### src/rtl/psram_bridge_pkg.sv
// Shared definitions for the PSRAM bridge: FSM encoding, read-latency bounds
// and a log2 helper used for lane-index sizing.
package psram_bridge_pkg;

    typedef enum logic [1:0] {
        StIdle = 2'd0,
        StAcc  = 2'd1,
        StWait = 2'd2,
        StAck  = 2'd3
    } state_e;

    localparam int unsigned RdLatMin = 1;
    localparam int unsigned RdLatMax = 4;
    localparam int unsigned WaitCntW = 2;

    function automatic int unsigned log2_ceil(input int unsigned value);
        int unsigned result;
        result = 0;
        for (int unsigned w = 1; w < value; w = w << 1) begin
            result++;
        end
        return result;
    endfunction

endpackage

### src/rtl/psram_lane_steer.sv
// Byte steering between the 8-bit requester bus and a LANES-byte SRAM word:
// write byte replication and read lane selection.
module psram_lane_steer
    import psram_bridge_pkg::*;
#(
    parameter int unsigned LANES = 4,
    localparam int unsigned LBW = (log2_ceil(LANES) > 0) ? log2_ceil(LANES) : 1
) (
    input  logic [7:0]         wbyte,
    output logic [8*LANES-1:0] wword,
    input  logic [8*LANES-1:0] rword,
    input  logic [LBW-1:0]     lane,
    output logic [7:0]         rbyte
);

    assign wword = {LANES{wbyte}};

    always_comb begin
        rbyte = 8'h00;
        for (int unsigned i = 0; i < LANES; i++) begin
            if (lane == i[LBW-1:0]) begin
                rbyte = rword[8*i +: 8];
            end
        end
    end

endmodule

### src/rtl/psram_bridge.sv
// Byte-wide requester to wide synchronous SRAM bridge with a single address window.
// Define PSRAM_BRIDGE_ERR_EN to answer out-of-window requests with memack+memerr.
module psram_bridge
    import psram_bridge_pkg::*;
#(
    parameter int unsigned ADDR_W   = 23,
    parameter int unsigned LANES    = 4,
    parameter int unsigned WORD_AW  = 13,
    parameter int unsigned WIN_BASE = 0,
    parameter int unsigned RD_LAT   = 1
) (
    input  logic                clkin,
    input  logic                rst,
    input  logic [ADDR_W-1:0]   memaddr,
    input  logic [7:0]          memdatao,
    input  logic                memrd,
    input  logic                memwr,
    output logic                memack,
    output logic [7:0]          memdatai,
    output logic                memerr,
    output logic [WORD_AW-1:0]  sp_addr,
    output logic [8*LANES-1:0]  sp_datai,
    output logic [LANES-1:0]    sp_beb,
    output logic                sp_ceb,
    output logic                sp_web,
    input  logic [8*LANES-1:0]  sp_datao
);

    localparam int unsigned LB    = log2_ceil(LANES);
    localparam int unsigned LBW   = (LB > 0) ? LB : 1;
    localparam int unsigned WIN_W = ADDR_W - LB - WORD_AW;
    localparam int unsigned RdLat = (RD_LAT < RdLatMin) ? RdLatMin :
                                    (RD_LAT > RdLatMax) ? RdLatMax : RD_LAT;
    localparam logic [WaitCntW-1:0] WaitInit = WaitCntW'((RdLat > 1) ? RdLat - 2 : 0);

    logic [LBW-1:0]     lane;
    logic [WORD_AW-1:0] word;
    logic [WIN_W-1:0]   window;
    logic               in_win;
    logic               req;

    state_e             state_q, state_d;
    logic               op_wr_q, op_wr_d;
    logic [LBW-1:0]     lane_q, lane_d;
    logic [WaitCntW-1:0] cnt_q, cnt_d;
    logic [7:0]         rdata_q, rdata_d;
    logic [WORD_AW-1:0] sp_addr_q, sp_addr_d;
    logic [8*LANES-1:0] sp_datai_q, sp_datai_d;
    logic [LANES-1:0]   sp_beb_q, sp_beb_d;
    logic               sp_ceb_q, sp_ceb_d;
    logic               sp_web_q, sp_web_d;

    logic [8*LANES-1:0] rep_word;
    logic [7:0]         rd_byte;
    logic [7:0]         rd_value;
    logic               ack_rd;

    if (LB > 0) begin : g_lane
        assign lane = memaddr[LBW-1:0];
    end else begin : g_no_lane
        assign lane = '0;
    end

    assign word   = memaddr[LB+WORD_AW-1:LB];
    assign window = memaddr[ADDR_W-1:LB+WORD_AW];
    assign in_win = (window == WIN_W'(WIN_BASE));
    assign req    = memrd | memwr;

    psram_lane_steer #(
        .LANES (LANES)
    ) u_steer (
        .wbyte (memdatao),
        .wword (rep_word),
        .rword (sp_datao),
        .lane  (lane_q),
        .rbyte (rd_byte)
    );

`ifdef PSRAM_BRIDGE_ERR_EN
    logic err_q, err_d;

    always_ff @(posedge clkin) begin
        if (rst) begin
            err_q <= 1'b0;
        end else begin
            err_q <= err_d;
        end
    end

    assign memerr   = (state_q == StAck) & err_q;
    assign rd_value = err_q ? 8'h00 : rd_byte;
`else
    assign memerr   = 1'b0;
    assign rd_value = rd_byte;
`endif

    // Read data is taken straight off the SRAM bus during ACK, then held.
    assign ack_rd   = (state_q == StAck) & ~op_wr_q;
    assign memdatai = ack_rd ? rd_value : rdata_q;
    assign rdata_d  = ack_rd ? rd_value : rdata_q;
    assign memack   = (state_q == StAck);

    assign sp_addr  = sp_addr_q;
    assign sp_datai = sp_datai_q;
    assign sp_beb   = sp_beb_q;
    assign sp_ceb   = sp_ceb_q;
    assign sp_web   = sp_web_q;

    always_comb begin
        state_d    = state_q;
        op_wr_d    = op_wr_q;
        lane_d     = lane_q;
        cnt_d      = cnt_q;
        sp_addr_d  = sp_addr_q;
        sp_datai_d = sp_datai_q;
        sp_beb_d   = '1;
        sp_ceb_d   = 1'b1;
        sp_web_d   = 1'b1;
`ifdef PSRAM_BRIDGE_ERR_EN
        err_d      = err_q;
`endif
        unique case (state_q)
            StIdle: begin
                if (req) begin
                    if (in_win) begin
                        state_d    = StAcc;
                        op_wr_d    = memwr;
                        lane_d     = lane;
                        sp_ceb_d   = 1'b0;
                        sp_web_d   = ~memwr;
                        sp_beb_d   = ~(LANES'(1) << lane);
                        sp_addr_d  = word;
                        sp_datai_d = rep_word;
`ifdef PSRAM_BRIDGE_ERR_EN
                        err_d      = 1'b0;
`endif
                    end
`ifdef PSRAM_BRIDGE_ERR_EN
                    else begin
                        state_d = StAck;
                        op_wr_d = memwr;
                        err_d   = 1'b1;
                    end
`endif
                end
            end
            StAcc: begin
                cnt_d = WaitInit;
                if (op_wr_q || RdLat == 1) begin
                    state_d = StAck;
                end else begin
                    state_d = StWait;
                end
            end
            StWait: begin
                if (cnt_q == '0) begin
                    state_d = StAck;
                end else begin
                    cnt_d = cnt_q - 1'b1;
                end
            end
            StAck: begin
                state_d = StIdle;
            end
            default: begin
                state_d = StIdle;
            end
        endcase
    end

    always_ff @(posedge clkin) begin
        if (rst) begin
            state_q    <= StIdle;
            op_wr_q    <= 1'b0;
            lane_q     <= '0;
            cnt_q      <= '0;
            rdata_q    <= 8'h00;
            sp_addr_q  <= '0;
            sp_datai_q <= '0;
            sp_beb_q   <= '1;
            sp_ceb_q   <= 1'b1;
            sp_web_q   <= 1'b1;
        end else begin
            state_q    <= state_d;
            op_wr_q    <= op_wr_d;
            lane_q     <= lane_d;
            cnt_q      <= cnt_d;
            rdata_q    <= rdata_d;
            sp_addr_q  <= sp_addr_d;
            sp_datai_q <= sp_datai_d;
            sp_beb_q   <= sp_beb_d;
            sp_ceb_q   <= sp_ceb_d;
            sp_web_q   <= sp_web_d;
        end
    end

endmodule

### config.mk
export PLATFORM = sky130hd
export DESIGN_NAME = psram_bridge
export DESIGN_NICKNAME = d
export VERILOG_FILES = /design/src/rtl/psram_bridge_pkg.sv /design/src/rtl/psram_lane_steer.sv /design/src/rtl/psram_bridge.sv
export SDC_FILE = /design/constraint.sdc
export NUM_CORES = 1
export LEC_CHECK = 0
export CAP_MARGIN = 10
export CORE_ASPECT_RATIO = 1.2
export CORE_MARGIN = 3
export CORE_UTILIZATION = 29
export DETAILED_ROUTE_END_ITERATION = 7
export PLACE_DENSITY = 0.66
export SLEW_MARGIN = 20
export SYNTH_ARGS = -nofsm -noshare
export SYNTH_HDL_FRONTEND = slang
export SYNTH_SLANG_ARGS = --single-unit
### constraint.sdc
create_clock -name clkin -period 2.3 [get_ports clkin]
set_clock_uncertainty 0.1 [all_clocks]
set_input_delay 0.46 -clock clkin [delete_from_list [all_inputs] [get_ports clkin]]
set_output_delay 0.46 -clock clkin [all_outputs]
set_load 0.01 [all_outputs]
# Word-level counts from Yosys, hierarchy flattened
# Index checks and enable logic that the tools add are counted.
[totals]
register_bits = 66
inputBits = 67
output_inout_bits = 61
elab_cells = 52
[classes]
add_sub_neg = 1
n_eq_ne = 10
shifts = 1
mux = 12
bitwise = 8
n_reduce_logical = 10
[ops]
columns = ["op", "n"]
rows = [
  ["$mux 8", 5],
  ["$eq 2x2->1 const B", 4],
  ["$logic_not 8->1", 1],
  ["$mux 2", 4],
  ["$ne 2x2->1 const B", 4],
  ["$pmux 2 s4", 1],
  ["$logic_not 2->1", 3],
  ["$reduce_and 3->1", 2],
  ["$not 1->1", 5],
  ["$eq 2x1->1 const B", 2],
  ["$not 4->4", 1],
  ["$pmux 2 s2", 1],
  ["$reduce_or 4->1", 1],
  ["$shl 1x2->4 const A", 1],
  ["$reduce_or 3->1", 1],
  ["$reduce_and 2->1", 1],
  ["$reduce_bool 2->1", 1],
  ["$sub 2x1->2 const B", 1],
  ["$and 1x1->1", 1],
  ["$mux 1", 1],
  ["$or 1x1->1", 1],
]

# Depth between registers and ports, before layout
[depth]
word_depth = 6
depth_mapped = 7
mapped_depth_nobuf = 7

# Cells and area by module
# A second synthesis with hierarchy kept.
[unflattened]
cells_unflattened = 330
area_unflattened_um2 = 2915.3
[by_module_without_submodules]
columns = ["mod", "n_inst", "cells_per_inst", "area_per_inst_um2"]
rows = [
  ["psram_bridge", 1, 288, 2478.6],
  ["psram_lane_steer", 1, 42, 436.7],
]

# Worst setup path before layout
# OpenSTA, ideal clock, no wires.
[synth_path]
kind = "register to output"
from = "register state_q[1]"
to = "output port memdatai[0]"
arrival_ns = 1.397
slack_ns = 0.343
stages_incl_launch_ff = 5
path_buffers = 1
path_cell_list = "dfxtp_1 ha_1 nor2b_1 clkbuf_1 mux2_2"
[synth_via]
elab_chain_cells = 3
[synth_rtl]
columns = ["item", "line_no", "rtl"]
rows = [
  ["start: declaration", "psram_bridge.sv:42", "state_e state_q, state_d;"],
  ["start signal: assignment", "psram_bridge.sv:173", "state_q <= StIdle;"],
  ["start signal: assignment", "psram_bridge.sv:184", "state_q <= state_d;"],
  ["$eq 2x2->1", "-", ""],
  ["via memack", "psram_bridge.sv:18", "output logic memack,"],
  ["$and 1x1->1", "psram_bridge.sv:98", "assign ack_rd = (state_q == StAck) & ~op_wr_q;"],
  ["$mux 8", "-", ""],
  ["end: declaration", "psram_bridge.sv:19", "output logic [7:0] memdatai,"],
]
# The timed path passes the listed nets, and every way through them passes these cells.

# Final worst setup path
[layout_path]
from = "input port sp_datao[10]"
to = "output port memdatai[2]"
[layout_via]
elab_chain_cells = 4
[layout_rtl]
columns = ["item", "line_no", "rtl"]
rows = [
  ["start: declaration", "psram_bridge.sv:26", "input logic [8*LANES-1:0] sp_datao"],
  ["$mux 8 (3 in series)", "psram_lane_steer.sv:21", "if (lane == i[LBW-1:0]) begin"],
  ["$mux 8", "-", ""],
]
# No other way between the ends.

==> results.json <==
{
  "status": "completed",
  "cp.required_ps": 1740,
  "numCtsBuffers": 5,
  "post_cts_buffers": 0,
  "nNetsFinal": 397,
  "yosys_register_bits": 42,
  "cts.reportedPaths.clkPinSlew_ps": 80,
  "hpwl_um": 4158,
  "gp_congestion": 0.7678,
  "crit_arrival_ps": 1730,
  "critPathBufInv": 2,
  "drv_cap": 0,
  "cts-hold-fix-buffers": 0,
  "fin_crit_ps": 2286,
  "clk_latency_ps": 290,
  "setup_viol": 0,
  "synth.distinct_cells": 28,
  "synth.yosys.seq_area_share_pct": 41.82,
  "numPortBuffers": 126,
  "synth_area_um2": 2011,
  "rsz0062_at_grt": "yes",
  "fp.dieArea_um2": 7973,
  "ant_nets": 0,
  "endpoint": "memdatai[2]",
  "grt_pass1_vias": 1806,
  "diodes": 0,
  "power.leakage_nw": 1.329,
  "critPathSlowestCell": "mux4_2",
  "syn_avg_cell_area_um2": 9.309,
  "rows": 32,
  "drt_iter0_markers": 56,
  "hold_violations": 0,
  "fin_crit_sh_pct": 99.40,
  "root_buffer": "clkbuf_8",
  "ios": 128,
  "cp_cell_sequence": "clkdlybuf4s50_1, mux4_2, mux2_4, buf_6",
  "cts_tree": "yes",
  "crit_family": "multiplexers",
  "grt_max_degree": 39,
  "crit_type": "in -> out",
  "chipWidth_um": 82.01,
  "rrSetupSlack_ps": 650,
  "grt.overflow.total": 0,
  "core-area_um2": 6566,
  "cts.sinks": 42,
  "regToRegEndpoint": "sp_beb[0]",
  "drv_slew": 0,
  "area_delta_synth_final_pct": 72.31,
  "synth_cells": 216,
  "dr.pass1.iters": 4,
  "start_util_pct": 30.62,
  "drcViolationCount": 0,
  "crit_start": "sp_datao[10]",
  "cp_max_fo": 2,
  "synth_nets": 288,
  "reg2reg_from": "state_q[1]",
  "die_h_um": 97.22,
  "antenna_found_initial": 0,
  "hold_slack_ps": 351.4,
  "nFillCells": 636,
  "cp.depth": 4,
  "hp-class": "reg -> reg",
  "grt_use_total_pct": 13.81,
  "max_freq_ghz": 0.4374,
  "setup.worst_path.end_class": "output port",
  "wl_per_cell_um": 12.89,
  "vias": 1804,
  "powerDensity_nw_per_um2": 467.0,
  "htree_levels": 2,
  "final_util_pct": 52.76,
  "r2r_cells": 7,
  "grt_pass1_wl_um": 8542,
  "max_stage_delay_ps": 470,
  "yosysWarnings": 0,
  "startpoint_type": "input pin",
  "peakVddDrop_v": 0.0002453,
  "wl_um": 5299,
  "clock_path_buffers": 2,
  "viasPerCell": 4.389,
  "drive_above_1_share_pct": 15.64
}
metal layers:
layer	wire length [µm]	share of wire, %	vias up	GRT usage [%]
li1	-	-	904	-
met1	1948	37	829	15.66
met2	2892	55	66	24.83
met3	401	7.6	5	2.876
met4	57	1.1	0	4.604
met5	0	0	-	0
cells by family (layout without fill, tap and decap cells):
logic type      count (synthesis)  in the layout  share of synthesized area, %
compound gates                 31             31                         8.525
flops                          42             42                         41.82
fa+ha+maj                       5              5                         3.111
buf+inv                        42            152                         13.25
other cells                     1              1                        0.1865
simple gates                   77             77                         18.61
mux                            18             18                         14.50
cells in the final DEF (no fill, tap or decap), types with 2 or more instances in the layout:
master / n
mux2_4: 8
buf_4: 7
dfxtp_1: 40
nor2b_1: 11
nand2_1: 49
buf_6: 9
clkdlybuf4s50_1: 104
dlymetal6s2s_1: 12
clkbuf_8: 5
nor2_1: 7
buf_12: 4
mux4_2: 8
a21oi_1: 27
nand2b_1: 3
nor4_4: 2
ha_1: 5
inv_1: 5
dfxtp_2: 2
dlygate4sd2_1: 2
tightest hold or removal path, stage by stage, from the launching register on:
cell,delay [ps]
dfxtp_1,310
nand2_1,50
a21oi_1,50
report_power, final:
part | switching, mW | total (mW) | internal (mW)
Sequential | 0.0110 | 0.755 | 0.744
Clock | 0.253 | 0.577 | 0.324
Combinational | 0.103 | 0.286 | 0.183
registers in the layout, summed over array words and instances (netlist names):
signal    cells
sp_beb        4
sp_web        1
sp_ceb        1
cnt_q         2
rdata_q       8
sp_datai      8
sp_addr      13
state_q       2
lane_q        2
op_wr_q       1
stage by stage:
stage               power (mW)  cell area (µm²)  setup WS [ps]  instances  setup TNS (ps)
floorplan               0.8930             2011          342.9        216               0
global placement         1.054             3281         -375.6        403           -2730
detailed placement       1.058             3281         -378.8        403           -2780
CTS                      1.649             3373         0.6372        411               0
global route             1.706             3465         -27.52        411          -32.81
finish                   1.618             3465          13.73        411               0
layout make-up:
cell class	count	area (µm²)	share of cell area, %
Tap cell	85	106.4	3.070
Multi-Input combinational cell	132	939.7	27.12
Timing Repair Buffer	138	1443	41.64
Sequential cell	42	843.3	24.34
Clock inverter	2	37.54	1.083
Clock buffer	6	72.57	2.095
Inverter	6	22.52	0.6501
worst min-delay path by stage:
stage | from | to | cells after the start
2_1_floorplan | op_wr_q | op_wr_q | 2
3_3_place_gp | sp_addr[4] | sp_addr[4] | 2
3_5_place_dp | sp_addr[7] | sp_addr[7] | 2
4_1_cts | sp_addr[7] | sp_addr[7] | 2
5_1_grt | sp_addr[3] | sp_addr[3] | 2
6_report | sp_addr[7] | sp_addr[7] | 2
synth_stat cells (all sizes together):
library cell	n	share of area, %
o211ai	1	0.37
nand2b	3	0.93
buf	29	11
clkbuf	7	1.3
nand3b	1	0.37
a21o	1	0.37
o2111a	1	0.62
mux2i	1	0.50
nor2b	12	3.9
nor2	7	1.3
nor4	2	2.1
dfxtp	42	42
nand3	1	0.25
or3	1	0.31
mux4	8	9.0
o2111ai	1	0.44
conb	1	0.19
a21oi	27	6.7
mux2	9	5.0
nand4	1	0.31
ha	5	3.1
inv	6	1.1
nand2	49	9.1
repair_timing:
action | 4_1_cts | 5_1_grt
hold endpoints to repair | 0 | 0
pin swaps | 0 | 0
setup endpoints to repair | 8 | 8
gates resized for setup | 40 | 28
No activity file was read; power rests on OpenSTA's default activity.
